## src/rtl/credit_rx_buffer_if.sv

```systemverilog
`default_nettype none
// ============================================================================
// Module      : credit_rx_buffer_if
// Description : Link-side and crossbar-side signal bundle for credit_rx_buffer.
//               The master modport is the link/crossbar side that drives
//               flits and pops. The slave modport is the buffer itself.
// Revision    : 1.0 - initial release
// ============================================================================
interface credit_rx_buffer_if #(
  parameter int NUM_VCS = 2,
  parameter int FLIT_W  = 8
);
  localparam int VC_W = (NUM_VCS > 1) ? $clog2(NUM_VCS) : 1;

  typedef logic [FLIT_W-1:0] flit_t;

  flit_t                            in_flit;
  logic                             in_valid;
  logic [VC_W-1:0]                  in_vc;
  logic [NUM_VCS-1:0][FLIT_W-1:0]   out_flit;
  logic [NUM_VCS-1:0]               empty;
  logic [NUM_VCS-1:0]               pop;
  logic [NUM_VCS-1:0]               credit_granted;
  logic                             overflow;

  modport master (
    output in_flit, in_valid, in_vc, pop,
    input  out_flit, empty, credit_granted, overflow
  );

  modport slave (
    input  in_flit, in_valid, in_vc, pop,
    output out_flit, empty, credit_granted, overflow
  );
endinterface
`default_nettype wire

```

## src/rtl/credit_rx_buffer.sv

```systemverilog
`default_nettype none
// ============================================================================
// Module      : credit_rx_buffer
// Description : Per-VC receive FIFOs for a credit-based link. Every
//               CREDIT_BATCH effective pops on a VC return one registered
//               credit pulse to the upstream sender.
//               Optional feature macro: CREDIT_RX_OVERFLOW_CHECK_EN enables
//               the sticky overflow flag. Without it, overflow is tied to 0.
// Revision    : 1.0 - initial release
// ============================================================================
module credit_rx_buffer #(
  parameter int NUM_VCS      = 2,
  parameter int BUFFER_SIZE  = 8,
  parameter int CREDIT_BATCH = 3*BUFFER_SIZE/4,
  parameter int FLIT_W       = 8
) (
  input  logic                  clk,
  input  logic                  n_rst,
  credit_rx_buffer_if.slave     bus
);
  localparam int VC_W  = (NUM_VCS > 1) ? $clog2(NUM_VCS) : 1;
  localparam int PTR_W = (BUFFER_SIZE > 1) ? $clog2(BUFFER_SIZE) : 1;
  localparam int CNT_W = $clog2(BUFFER_SIZE + 1);

  typedef logic [FLIT_W-1:0] flit_t;

  // Pushes to a full VC that had no same-cycle pop to make room.
  logic [NUM_VCS-1:0] drop_vec;

  function automatic logic [PTR_W-1:0] ptr_inc(input logic [PTR_W-1:0] p);
    return (p == PTR_W'(BUFFER_SIZE - 1)) ? '0 : p + 1'b1;
  endfunction

  for (genvar v = 0; v < NUM_VCS; v++) begin : g_vc
    flit_t            mem_q [BUFFER_SIZE];
    flit_t            mem_d [BUFFER_SIZE];
    logic [PTR_W-1:0] wr_ptr_q, wr_ptr_d;
    logic [PTR_W-1:0] rd_ptr_q, rd_ptr_d;
    logic [CNT_W-1:0] count_q, count_d;
    logic [CNT_W-1:0] freed_q, freed_d;
    logic             credit_q, credit_d;

    logic sel, full, pop_eff, push_eff;

    assign sel      = bus.in_valid && (bus.in_vc == VC_W'(v));
    assign full     = (count_q == CNT_W'(BUFFER_SIZE));
    assign pop_eff  = bus.pop[v] && (count_q != '0);
    // A pop on a full VC frees the slot in the same cycle, so push still lands.
    assign push_eff = sel && (!full || pop_eff);
    assign drop_vec[v] = sel && full && !pop_eff;

    assign bus.out_flit[v]       = mem_q[rd_ptr_q];
    assign bus.empty[v]          = (count_q == '0);
    assign bus.credit_granted[v] = credit_q;

    // Next-state for pointers, occupancy, freed counter and credit pulse.
    always_comb begin
      wr_ptr_d = push_eff ? ptr_inc(wr_ptr_q) : wr_ptr_q;
      rd_ptr_d = pop_eff  ? ptr_inc(rd_ptr_q) : rd_ptr_q;
      count_d  = count_q;
      if (push_eff && !pop_eff) begin
        count_d = count_q + 1'b1;
      end else if (!push_eff && pop_eff) begin
        count_d = count_q - 1'b1;
      end
      freed_d  = freed_q;
      credit_d = 1'b0;
      if (pop_eff) begin
        if (freed_q + 1'b1 == CNT_W'(CREDIT_BATCH)) begin
          freed_d  = '0;
          credit_d = 1'b1;
        end else begin
          freed_d  = freed_q + 1'b1;
        end
      end
    end

    // Next-state for the storage array: write the incoming flit at the write pointer.
    always_comb begin
      for (int i = 0; i < BUFFER_SIZE; i++) begin
        mem_d[i] = mem_q[i];
      end
      if (push_eff) begin
        mem_d[wr_ptr_q] = bus.in_flit;
      end
    end

    // Control state with asynchronous clear; contents are discarded on reset.
    always_ff @(posedge clk or negedge n_rst) begin
      if (!n_rst) begin
        wr_ptr_q <= '0;
        rd_ptr_q <= '0;
        count_q  <= '0;
        freed_q  <= '0;
        credit_q <= 1'b0;
      end else begin
        wr_ptr_q <= wr_ptr_d;
        rd_ptr_q <= rd_ptr_d;
        count_q  <= count_d;
        freed_q  <= freed_d;
        credit_q <= credit_d;
      end
    end

    // Flit storage needs no reset: the occupancy count qualifies every entry.
    always_ff @(posedge clk) begin
      mem_q <= mem_d;
    end
  end

`ifdef CREDIT_RX_OVERFLOW_CHECK_EN
  logic overflow_q, overflow_d;

  // Overflow latches on the first dropped push and holds until reset.
  always_comb begin
    overflow_d = overflow_q | (|drop_vec);
  end

  // Sticky overflow flag register.
  always_ff @(posedge clk or negedge n_rst) begin
    if (!n_rst) begin
      overflow_q <= 1'b0;
    end else begin
      overflow_q <= overflow_d;
    end
  end

  assign bus.overflow = overflow_q;
`else
  logic unused_drop;
  assign unused_drop  = |drop_vec;
  assign bus.overflow = 1'b0;
`endif

endmodule
`default_nettype wire
```

## src/flat_wrapper.sv

```systemverilog
// flat-port wrapper written by rule: the top's interface ports become plain ports
module credit_rx_buffer_flat 
#(
  parameter int NUM_VCS      = 2,
  parameter int BUFFER_SIZE  = 8,
  parameter int CREDIT_BATCH = 3*BUFFER_SIZE/4,
  parameter int FLIT_W       = 8
)
  (clk, n_rst, bus_in_flit, bus_in_valid, bus_in_vc, bus_pop, bus_out_flit, bus_empty, bus_credit_granted, bus_overflow);
  credit_rx_buffer_if #(.NUM_VCS(NUM_VCS), .FLIT_W(FLIT_W)) bus_i ();
  input  logic clk;
  input  logic n_rst;
  input wire logic [$bits(bus_i.in_flit)-1:0] bus_in_flit;
  input wire logic [$bits(bus_i.in_valid)-1:0] bus_in_valid;
  input wire logic [$bits(bus_i.in_vc)-1:0] bus_in_vc;
  input wire logic [$bits(bus_i.pop)-1:0] bus_pop;
  output wire logic [$bits(bus_i.out_flit)-1:0] bus_out_flit;
  output wire logic [$bits(bus_i.empty)-1:0] bus_empty;
  output wire logic [$bits(bus_i.credit_granted)-1:0] bus_credit_granted;
  output wire logic [$bits(bus_i.overflow)-1:0] bus_overflow;
  assign bus_i.in_flit = bus_in_flit;
  assign bus_i.in_valid = bus_in_valid;
  assign bus_i.in_vc = bus_in_vc;
  assign bus_i.pop = bus_pop;
  assign bus_out_flit = bus_i.out_flit;
  assign bus_empty = bus_i.empty;
  assign bus_credit_granted = bus_i.credit_granted;
  assign bus_overflow = bus_i.overflow;
  credit_rx_buffer #(.NUM_VCS(NUM_VCS), .BUFFER_SIZE(BUFFER_SIZE), .CREDIT_BATCH(CREDIT_BATCH), .FLIT_W(FLIT_W)) u_core (.clk(clk), .n_rst(n_rst), .bus(bus_i));
endmodule
```

## config.mk

```make
export PLATFORM = sky130hd
export DESIGN_NAME = credit_rx_buffer_flat
export DESIGN_NICKNAME = d
export VERILOG_FILES = /design/src/rtl/credit_rx_buffer_if.sv /design/src/rtl/credit_rx_buffer.sv /design/src/flat_wrapper.sv
export SDC_FILE = /design/constraint.sdc
export NUM_CORES = 1
export LEC_CHECK = 0
export ABC_AREA = 1
export BUFFER_PORTS_ARGS = -buffer_cell sky130_fd_sc_hd__buf_2
export CAP_MARGIN = 20
export CORE_MARGIN = 2
export CORE_UTILIZATION = 64
export CTS_BUF_LIST = sky130_fd_sc_hd__clkbuf_4
export DETAILED_ROUTE_END_ITERATION = 8
export PLACE_DENSITY = 0.91
export SLEW_MARGIN = 20
export SYNTH_ARGS = -nofsm -noshare
export SYNTH_HDL_FRONTEND = slang
export SYNTH_SLANG_ARGS = --single-unit
```

## constraint.sdc

```tcl
create_clock -name clk -period 2.2 [get_ports clk]
set_input_delay 0.44 -clock clk [delete_from_list [all_inputs] [get_ports clk]]
set_output_delay 0.44 -clock clk [all_outputs]
set_load 0.005 [all_outputs]
```

After elaboration in Yosys (flattened, before gate mapping)
Index checks and enable logic that the tools add are counted.
- magnitude comparators: 6
- eq/ne operators: 8
- bitwise gates (word level): 5
- reduce and logical (&&, ||, !) cells: 26
- muxes and demuxes: 26
- add/subtract/negate cells: 10
- operator list (cell ; count):
    $bwmux W64 ; 2
    $bmux W8 S3 ; 2
    $demux W8 S3 ; 2
    $mux W8 ; 6
    $mux W4 ; 6
    $add A4 B1 Y4 const B ; 4
    $ge A4 B4 Y1 const B ; 4
    $not A3 Y4 ; 4
    $add A3 B1 Y3 const B ; 4
    $eq A3 B3 Y1 const B ; 4
    $logic_and A1 B1 Y1 ; 12
    $mux W3 ; 4
    $eq A4 B3 Y1 const B ; 2
    $eq A4 B4 Y1 const B ; 2
    $logic_not A4 Y1 ; 2
    $lt A4 B1 Y1 const B ; 2
    $reduce_bool A4 Y1 ; 2
    $sub A4 B1 Y4 const B ; 2
    $logic_not A1 Y1 ; 6
    $mux W1 ; 4
    $reduce_bool A2 Y1 ; 2
    $logic_or A1 B1 Y1 ; 2
    $not A1 Y1 ; 1
- logic and storage cells: 107
- flip-flop bits (word level): 158

Logic depth before layout (Yosys ltp)
Gate-level depths: netlist of run 1.
- word-level depth: 8
- depth in mapped cells: 15

Worst setup path before layout of run 1
No wires, ideal clock.
- path type: reg2reg
- start point: register u_core.g_vc[0].count_q[0]
- end point: register u_core.g_vc[0].count_q[3]
- stages on the path, launching flop included: 15
- clock period less this slack: 1992 ps
- data required time: 2135 ps
- slack: 208 ps
- arrival time: 1927 ps
- cells stage by stage: dfrtp_1 -> nor2_2 -> nand3_2 -> nand2_4 -> buf_6 -> ha_1 -> inv_1 -> ha_1 -> nand2_1 -> nand2_1 -> nor2_1 -> nand2_1 -> nand2_1 -> nand2_1 -> nand2_1
- word-level cells in the longest chain between the ends: 7
- elaborated cells between the ends (all ways): 15
- ends and longest elaborated chain (what ; line ; text):
    start, declared ; credit_rx_buffer.sv:39 ; logic [CNT_W-1:0] count_q, count_d;
    start signal, assigned ; credit_rx_buffer.sv:99 ; count_q <= count_d;
    parallel branches: the longest is 7 deep, another holds $sub A4 B1 Y4 ; - ;
Several ways; the timed one is not identified. The select of a mux whose other input is x is not followed.
A chain may end at the register's enable or synchronous reset.

Worst setup path after layout of run 1
- start point: register u_core.g_vc[0].rd_ptr_q[0]
- end point: output port bus_out_flit[0]
- word-level cells in the longest chain between the ends: 4
- ends and longest elaborated chain (what ; line ; text):
    start, declared ; credit_rx_buffer.sv:38 ; logic [PTR_W-1:0] rd_ptr_q, rd_ptr_d;
    start signal, assigned ; credit_rx_buffer.sv:98 ; rd_ptr_q <= rd_ptr_d;
    $not A3 Y4 (not written as such) ; credit_rx_buffer.sv:52 ; assign bus.out_flit[v] = mem_q[rd_ptr_q];
    $bmux W8 S3 ; credit_rx_buffer.sv:52 ;
    $mux W8 (not written as such) (2 in series) ; credit_rx_buffer.sv:52 ;
    end, declared ; flat_wrapper.sv:17 ; output wire logic [$bits(bus_i.out_flit)-1:0] bus_out_flit;
No other way between the ends. The select of a mux whose other input is x is not followed.

==> impl_metrics.yaml, run 1 <==
power_and_ir_drop:
  total_leakage_power_nw: 3.31
  vdd_ir_drop_max_mv: 0.740
  p_per_area_nw_per_um2: 1290
placed_design:
  place_area_um2: 7460
  hpwlAfterDp_um: 9850
  portBuffers: 33
  post-place-ws_ns: 0.00297
  gp_congestion: 0.824
setup_path:
  critPathArrivalTime_ns: 2.08
  worst_path_max_delay_cell: "dfrtp_2"
  path_max_fanout: 6
  slowest_delay_ns: 0.57
  cp-start-kind: "flip-flop"
  cp-end-kind: "output port"
  path_class: "reg2out"
  crit_path_frequent_cell: "nand2_1"
  crit_chain: "buf_12 > nor2_4 > nor2_1 > o21ai_1 > nand2_1 > nand2_1 > nand2_1 > buf_2"
  worstPathRequired_ns: 1.76
clock_tree:
  ctsRootBufferMaster: "clkbuf_4"
  clock_sinks: 158
  clkTransAtPathRegs_ns: 0.15
  numCtsBuffers: 17
  cts_tree: "built"
  clk_latency_ns: 0.59
  htree_levels: 4
  clockBufferDepth: 2
timing:
  max_slew_margin: 0.544
  fmax_mhz: 396
  fin_crit_ns: 2.52
  finalCritPeriodShare: 1.15
  finalClockSkew_ns: 0.0254
  setup_ws_ns: -0.324
  setup-tns-final_ns: -3.12
  tightest_slew_ns: 0.685
  rsz0062_at_grt: "true"
  setup_viol: 16
  drv_slew: 0
  finalHoldViolCount: 0
floorplanning:
  dieArea_um2: 12100
  die_x_um: 110
  io_pins: 35
  core-area_um2: 10900
  rows: 38
  initial_core_util: 0.660
  die_h_um: 110
logic_synthesis:
  synth_top_area_cell: "edfxtp_1"
  synth_compound_area_frac: 0.0545
  synth_top_cell_area_share: 0.533
  synthFlopType: "edfxtp_1"
  synth-seq-cells: 158
  synth_adder_area_share: 0.0368
  synth-seq-area-share: 0.637
  synthMuxAreaShare: 0
  syn_inst: 688
  ys_async_sr_fraction: 0.190
  synth_area_per_cell_um2: 10.5
  synth_top_family_by_area: "simple AND/OR/NAND/NOR gates"
  netlist_area_um2: 7210
  synth-simple-area-share: 0.199
  yosysUniqueCellTypes: 28
  synth_xor_area_frac: 0.0121
  yosys-top-cells-area: "edfxtp_1, dfrtp_1, nor2_1"
  yosys_warnings: 0
  syn-num-nets: 722
  synth_edf_count: 128
run:
  maxCapViolations: 0
global_routing:
  met2_usage: 0.482
  grtUsageMet1: 0.335
  grt_use_met3: 0.0682
  antenna_found_initial: 0
  grt_max_degree: 35
  grt.total_usage: 0.283
  grt_overflow: 0
  grt-busiest-layer: "met2"
  grt_pass1_vias: 5171
  grt_pass1_wl_um: 25100
worst_hold_path:
  hold_class: "in2reg"
routing:
  drt-pass1-iter-count: 6
  avgRoutedWirePerCell_um: 19.7
  ant_nets: 0
  via_per_inst: 6.06
  route.vias.total: 5458
  drc: 0
  drt_wl_total_um: 17700
  drt-initial-drc-count: 937
finish:
  syn_to_final_growth_pct: 11.6
  drive_gt1_frac: 0.221
  fin_nets: 781
  postLayoutCellArea_um2: 8050
  layout_common_cells: "nand2_1, nor2_1, edfxtp_1, o21ai_1, buf_2"
  diodes: 0
  final_common_cell: "nand2_1"
  fin_util: 0.736
run_status:
  status: "finished, violations left"
  violations: "setup timing"
-- through the flow --
step / instances / hold WS, ns / power (W)
4_1_cts: 895 / 0.232 / 0.00973
6_report: 900 / 0.241 / 0.0104
2_1_floorplan: 688 / 0.144 / 0.00697
5_1_grt: 900 / 0.242 / 0.0109
3_3_place_gp: 858 / 0.497 / 0.00755
3_5_place_dp: 858 / 0.499 / 0.00788
-- routing by layer --
layer  part of all wire  vias up
met1               0.34     2551
met2               0.51      420
met3               0.10       89
met5                  0        -
li1                   -     2398
met4              0.045        0
-- state kept, by name, indices dropped and copies added, names as in the netlist --
signal,cells
u_core.g_vc.mem_q,128
u_core.g_vc.count_q,8
u_core.g_vc.rd_ptr_q,6
u_core.g_vc.wr_ptr_q,6
u_core.g_vc.credit_q,2
u_core.g_vc.freed_q,8
-- repair_timing --
item	in CTS	in global routing
setup buffers	3	3
setup endpoints to repair	16	18
hold buffers	1	0
endpoints found under the hold margin	30	0
resized for setup	28	57
pin swaps	1	14
cloned	1	2
-- critical path: cells and delay by family (launching register included) --
family	cells	cell delay, ns
compound gates	1	0.09
buf+inv	2	0.32
flops	1	0.57
simple gates	5	0.52
-- cell families (layout without fill, tap and decap cells) --
family                     Yosys count  count (layout)
other                                1               1
adders and majority gates           20              20
and+or+nand+nor                    359             359
buffers and inverters               66             138
AOI/OAI and AO/OA                   74              74
xor gates and xnor gates            10              10
DFF                                158             158
-- cell usage after synthesis, types with 3 or more instances --
master    count
xor2_1        4
nand2_2       5
inv_2         4
inv_1        29
ha_1         18
buf_2         4
xnor2_1       6
buf_4         4
a21oi_2       4
o21ai_0      37
edfxtp_1    128
dfrtp_1      30
nor2_1      166
nor2_2        3
nand3_1      22
buf_6        20
nand2_1     156
o21ai_1      31
-- final cells by class --
class	instances	area, um^2
inverters	37	159
well taps	140	175
repair buffers	69	524
multi-input cells	464	2330
clock buffers	18	135
flip-flops and latches	158	4600
clock inverters	14	123
fillers	641	2890
-- power breakdown --
part | leakage (nW) | total, W | internal [W] | switching, W
Clock | 0.133 | 0.00163 | 0.000568 | 0.00107
Sequential | 1.52 | 0.00415 | 0.00365 | 0.000499
Combinational | 1.65 | 0.00458 | 0.00174 | 0.00283
-- worst paths after layout --
| kind | startpoint | endpoint | slack, ns | cells past startpoint |
|---|---|---|---|---|
| max | u_core.g_vc[0].rd_ptr_q[0] | bus_out_flit[0] | -0.32 | 8 |
| min | bus_in_flit[1] | u_core.g_vc[0].mem_q[41] | 0.24 | 1 |
| max reg2reg | u_core.g_vc[0].count_q[0] | u_core.g_vc[0].count_q[3] | 0.11 | 14 |
| min reg2reg | u_core.g_vc[0].freed_q[3] | u_core.g_vc[0].freed_q[3] | 0.54 | 2 |
| max in group asynchronous | n_rst | u_core.g_vc[1].rd_ptr_q[0] | 1.29 | 2 |
| min in group asynchronous | n_rst | u_core.g_vc[0].count_q[0] | 0.41 | 2 |
Note: power is estimated with default switching activity, not from simulation.
==> run 2, diff against run 1 <==
Settings changed: CORE_UTILIZATION 64 to 35, PLACE_DENSITY 0.91 to 0.58.
==> run 2 against run 1 <==
Largest power group is now registers. Clock power increased by 25%. Critical path type unchanged. The run still ends with setup timing left. Design area increased by 1.4%. Core utilization decreased by 33 points. Worst setup slack improved by 0.27 ns. Critical path depth unchanged.
==> impl_metrics.yaml, run 2 (synthesis gave the netlist of run 1 again) <==
timing:
  drv_slew: 0
  finalCritPeriodShare: 1.02
  fin_crit_ns: 2.25
  setup_ws_ns: -0.0529
  hold_ws_ns: 0.281
  setup-tns-final_ns: -0.258
  rsz0062_at_grt: "true"
  max_slew_margin: 0.524
  finalClockSkew_ns: 0.0137
  tightest_slew_ns: 0.714
  fmax_mhz: 444
  setup_viol: 12
  finalHoldViolCount: 0
floorplanning:
  initial_core_util: 0.356
  io_pins: 35
  rows: 52
  die_x_um: 148
  die_h_um: 148
  core-area_um2: 20200
  dieArea_um2: 21800
finish:
  top_register: "u_core.g_vc.mem_q"
  final_common_cell: "nor2_1"
  largestRegisters: "u_core.g_vc.mem_q (128), u_core.g_vc.count_q (8), u_core.g_vc.freed_q (8)"
  largest_reg_flops: 128
  fillers: 1970
  fin_nets: 779
  syn_to_final_growth_pct: 13.1
  layout_common_cells: "nor2_1, nand2_1, edfxtp_1, o21ai_1, buf_2"
  drive_gt1_frac: 0.198
power_and_ir_drop:
  p_per_area_nw_per_um2: 1240
  power_w: 0.0101
  vdd_ir_drop_max_mv: 0.504
  total_leakage_power_nw: 3.30
setup_path:
  critPathArrivalTime_ns: 1.81
  worstPathRequired_ns: 1.76
  cp-end-kind: "output port"
  cp-start-kind: "flip-flop"
  path_class: "reg2out"
  path_max_fanout: 18
clock_tree:
  clk_latency_ns: 0.54
  htree_levels: 4
  numCtsBuffers: 17
  clkTransAtPathRegs_ns: 0.13
  cts_tree: "built"
  clockBufferDepth: 2
  clock_sinks: 158
  ctsRootBufferMaster: "clkbuf_4"
routing:
  drt-initial-drc-count: 263
  drc: 0
  drt-pass1-iter-count: 4
  avgRoutedWirePerCell_um: 13.5
  via_per_inst: 4.58
  drt_wl_total_um: 13900
  ant_nets: 0
  route.vias.total: 4712
run_status:
  violations: "setup timing"
  status: "finished, violations left"
run:
  maxCapViolations: 0
placed_design:
  portBuffers: 33
  hpwlAfterDp_um: 8950
  gp_congestion: 0.794
global_routing:
  antenna_found_initial: 1
  grt.total_usage: 0.132
  grt_pass1_wl_um: 22400
  grt_overflow: 0
  grt_max_degree: 34
  grt_pass1_vias: 4432
worst_hold_path:
  hold_class: "in2reg"
-- run 2: cell types whose count changed in the layout (fill, tap and decap cells not counted), sizes merged --
cell	before	now
inv	35	36
diode	0	1
bufinv	1	5
clkinv	12	4
-- run 2: per-stage QoR --
stage          worst slack, ns  cells  area [um^2]  utilization
3_5_place_dp             0.105    990         7660        0.379
3_3_place_gp             0.189    990         7660        0.379
4_1_cts                -0.0989   1025         8070        0.399
5_1_grt                 -0.206   1028         8160        0.403
6_report               -0.0529   1028         8160        0.403
2_1_floorplan            0.208    688         7210            -
-- run 2: power breakdown --
| group | total (W) | switching [W] | internal, W |
|---|---|---|---|
| Combinational | 0.00400 | 0.00239 | 0.00161 |
| Clock | 0.00204 | 0.000992 | 0.00105 |
| Sequential | 0.00406 | 0.000410 | 0.00365 |
-- run 2: path summary, 6_finish.rpt --
kind | from | endpoint | slack [ns] | cells after the start
worst min-delay path | bus_in_flit[4] | u_core.g_vc[1].mem_q[60] | 0.28 | 1
min in group asynchronous | n_rst | u_core.g_vc[1].freed_q[0] | 0.47 | 2
worst max-delay path | u_core.g_vc[1].rd_ptr_q[0] | bus_out_flit[12] | -0.05 | 8
worst min register to register | u_core.g_vc[0].count_q[0] | u_core.g_vc[0].count_q[0] | 0.52 | 1
worst max register to register | u_core.g_vc[0].count_q[0] | u_core.g_vc[0].count_q[3] | 0.22 | 14
max in group asynchronous | n_rst | u_core.g_vc[0].rd_ptr_q[0] | 1.22 | 2
-- run 2: final cells by class --
type | instances | area (um^2) | area share
sequential | 158 | 4600 | 0.564
clock buffer | 20 | 150 | 0.0184
antenna | 1 | 2.50 | 0.000307
timing repair buffer | 67 | 464 | 0.0569
tap | 270 | 338 | 0.0414
clock inverter | 11 | 190 | 0.0233
multi-input combinational | 464 | 2260 | 0.277
inverter | 37 | 151 | 0.0186
-- run 2: layer usage --
layer	vias up	part of all wire	track usage
li1	2384	-	-
met1	2263	0.46	0.169
met2	51	0.50	0.222
met3	14	0.020	0.0287
met4	0	0.014	0.0457
met5	-	0	0
-- run 2: critical path, cell delays in order (launching register included) --
cell and delay, ns:
dfrtp_2 0.49, buf_12 0.17, nor2_1 0.11, nor2_1 0.04, o21ai_1 0.12, nand2_1 0.09
nand2_1 0.06, nand2_1 0.07, buf_2 0.13
-- run 2: timing repair --
action | CTS | global route
setup endpoints to repair | 16 | 17
hold buffers | 1 | 0
cloned | 0 | 0
endpoints found under the hold margin | 30 | 0
pin swaps | 1 | 0
buffers inserted | 3 | 2
gates resized for setup | 22 | 30
==> run 3, diff against run 2 <==
Settings changed: CORE_MARGIN 2 to unset, TNS_END_PERCENT set to 20.
==> run 3 against run 2 <==
The run still ends with setup timing left. Count of clock-buffer cells in the layout is 2 lower. Clock skew increased by 0.0027 ns. Register-to-register slack worse by 0.02 ns. Critical path depth stayed put. Total power shrank 4.1%. Flip-flop and latch count did not move. Sequential share of layout area is 0.84 points higher. First-iteration DRC count is 7.2% higher. Hold slack lost 0.0067 ns. Sequential power about the same. Design area down 1.5%. Combinational power fell by 4%.
==> impl_metrics.yaml, run 3 (synthesis gave the netlist of run 1 again) <==
setup_path:
  crit_buf_inv: 2
  path_class: "reg2out"
  reg2reg_slack_ns: 0.20
  worstPathRequired_ns: 1.76
  reg2reg_depth: 14
  cp-start-kind: "flip-flop"
  slowest_delay_ns: 0.45
  crit_chain: "buf_12 > nor2_1 > nor2_1 > o21ai_1 > nand2_1 > nand2_1 > nand2_1 > buf_2"
  r2r_start: "u_core.g_vc[1].count_q[0]"
  worst_path_max_delay_cell: "dfrtp_1"
  crit_cells: 8
  cp-end-kind: "output port"
  path_max_fanout: 34
  critPathArrivalTime_ns: 1.84
  crit_path_frequent_cell: "nand2_1"
  r2r_end: "u_core.g_vc[1].count_q[3]"
  path_delay_family: "flip-flops"
  startpoint: "u_core.g_vc[1].rd_ptr_q[0]"
  endpoint: "bus_out_flit[13]"
finish:
  layout_common_cells: "nor2_1, nand2_1, edfxtp_1, o21ai_1, buf_2"
  fin_nets: 777
  syn_to_final_growth_pct: 11.4
  top_register: "u_core.g_vc.mem_q"
  fillers: 1939
  final_common_cell: "nor2_1"
  drive_gt1_frac: 0.177
  largestRegisters: "u_core.g_vc.mem_q (128), u_core.g_vc.count_q (8), u_core.g_vc.freed_q (8)"
  fin_util: 0.397
  largest_reg_flops: 128
power_and_ir_drop:
  total_leakage_power_nw: 3.26
  switchingPower_w: 0.00374
  seq_power_share: 0.420
  clock_power_share: 0.182
  vdd_ir_drop_max_mv: 0.494
  power_w: 0.00968
  pwr-share-comb: 0.398
  p_int_w: 0.00595
  p_per_area_nw_per_um2: 1210
  switching_share: 0.386
global_routing:
  grt_pass1_vias: 4474
  antenna_found_initial: 1
  grt.total_usage: 0.143
  grt_pass1_wl_um: 23100
  grt_max_degree: 35
  grt_overflow: 0
routing:
  route.vias.total: 4617
  drt-pass1-iter-count: 4
  avgRoutedWirePerCell_um: 13.9
  drt_wl_total_um: 14200
  ant_nets: 0
  drc: 0
  via_per_inst: 4.50
  drt-initial-drc-count: 282
placed_design:
  gp_congestion: 0.757
  hpwlAfterDp_um: 8810
  portBuffers: 33
  post-place-ws_ns: 0.113
floorplanning:
  core-area_um2: 20200
  die_h_um: 146
  initial_core_util: 0.356
  io_pins: 35
  rows: 52
  die_x_um: 146
  dieArea_um2: 21200
timing:
  finalHoldViolCount: 0
  setup-tns-final_ns: -0.360
  rsz0062_at_grt: "true"
  finalCritPeriodShare: 1.04
  drv_slew: 0
  finalClockSkew_ns: 0.0163
  hold_ws_ns: 0.274
  fmax_mhz: 439
  tightest_slew_ns: 0.731
  max_slew_margin: 0.513
  setup_viol: 9
  setup_ws_ns: -0.0776
  fin_crit_ns: 2.28
worst_hold_path:
  hold_class: "in2reg"
clock_tree:
  ctsRootBufferMaster: "clkbuf_4"
  clkTransAtPathRegs_ns: 0.13
  clock_sinks: 158
  htree_levels: 4
  clockBufferDepth: 2
  clk_latency_ns: 0.54
  cts_tree: "built"
  numCtsBuffers: 17
run_status:
  violations: "setup timing"
  status: "finished, violations left"
run:
  maxCapViolations: 0
==> run 3: cell count changes in the layout (fill, tap and decap cells not counted), moves of 4 or more <==
cell,change
nand2_1,+5
nor2_2,-4
o21ai_1,-5
nand2_2,-5
o21ai_0,+5
nor2_1,+5
==> run 3: worst register-to-register path: stages, from the launching register on <==
cell and delay (ns):
dfrtp_1 0.50, nor2_4 0.13, nand3_2 0.10, nand2_4 0.06
inv_1 0.05, ha_1 0.24, inv_1 0.12, ha_1 0.28
nand2_1 0.10, nand2_1 0.05, nor2_1 0.10, nand2_1 0.06
nand2_1 0.05, nand2_1 0.04, nand2_1 0.06
==> run 3: worst min-delay path by stage <==
stage                               from                   endpoint  slack [ns]  depth (start not counted)
5_1_grt                   bus_in_flit[7]   u_core.g_vc[1].mem_q[23]        0.23                          1
2_1_floorplan                      n_rst  u_core.g_vc[0].count_q[0]        0.14                          0
6_report                  bus_in_flit[5]   u_core.g_vc[1].mem_q[61]        0.27                          1
3_5_place_dp   u_core.g_vc[1].freed_q[3]  u_core.g_vc[1].freed_q[3]        0.49                          2
4_1_cts                   bus_in_flit[7]   u_core.g_vc[1].mem_q[23]        0.22                          1
3_3_place_gp   u_core.g_vc[1].freed_q[3]  u_core.g_vc[1].freed_q[3]        0.49                          2
==> run 3: area by class of cell <==
| type | count | area (um^2) | share of cell area |
|---|---|---|---|
| flip-flops and latches | 158 | 4600 | 0.572 |
| diodes | 1 | 2.50 | 0.000311 |
| multi-input cells | 464 | 2220 | 0.276 |
| clock inverters | 13 | 149 | 0.0185 |
| well taps | 270 | 338 | 0.0420 |
| clock buffers | 18 | 135 | 0.0168 |
| inverters | 37 | 151 | 0.0188 |
| repair buffers | 65 | 440 | 0.0548 |
==> run 3: repair_timing <==
action,CTS,global route
buffers inserted,0,2
cloned,0,0
pin swaps,10,0
setup endpoints to repair,16,17
hold buffers,1,0
hold endpoints to repair,30,0
gates resized for setup,21,10
==> run 3: routing by layer <==
metal / track usage / share of wire / vias up
met5: 0 / 0 / -
met4: 0.0479 / 0.012 / 0
met3: 0.0276 / 0.027 / 10
met2: 0.242 / 0.50 / 65
met1: 0.183 / 0.46 / 2159
li1: - / - / 2383
==> run 3: power groups by stage <==
stage / logic [W] / clock network [W] / registers, W
5_1_grt: 0.00445 / 0.00192 / 0.00414
3_5_place_dp: 0.00382 / 0 / 0.00412
3_3_place_gp: 0.00378 / 0 / 0.00412
4_1_cts: 0.00388 / 0.00181 / 0.00407
6_report: 0.00385 / 0.00176 / 0.00407
2_1_floorplan: 0.00297 / 0 / 0.00399
==> run 3: through the flow <==
stage	instances	instance area (um^2)
after detailed placement	991	7670
after CTS	1023	8000
final	1026	8030
after global placement	991	7670
after floorplan	688	7210
after global routing	1026	8030
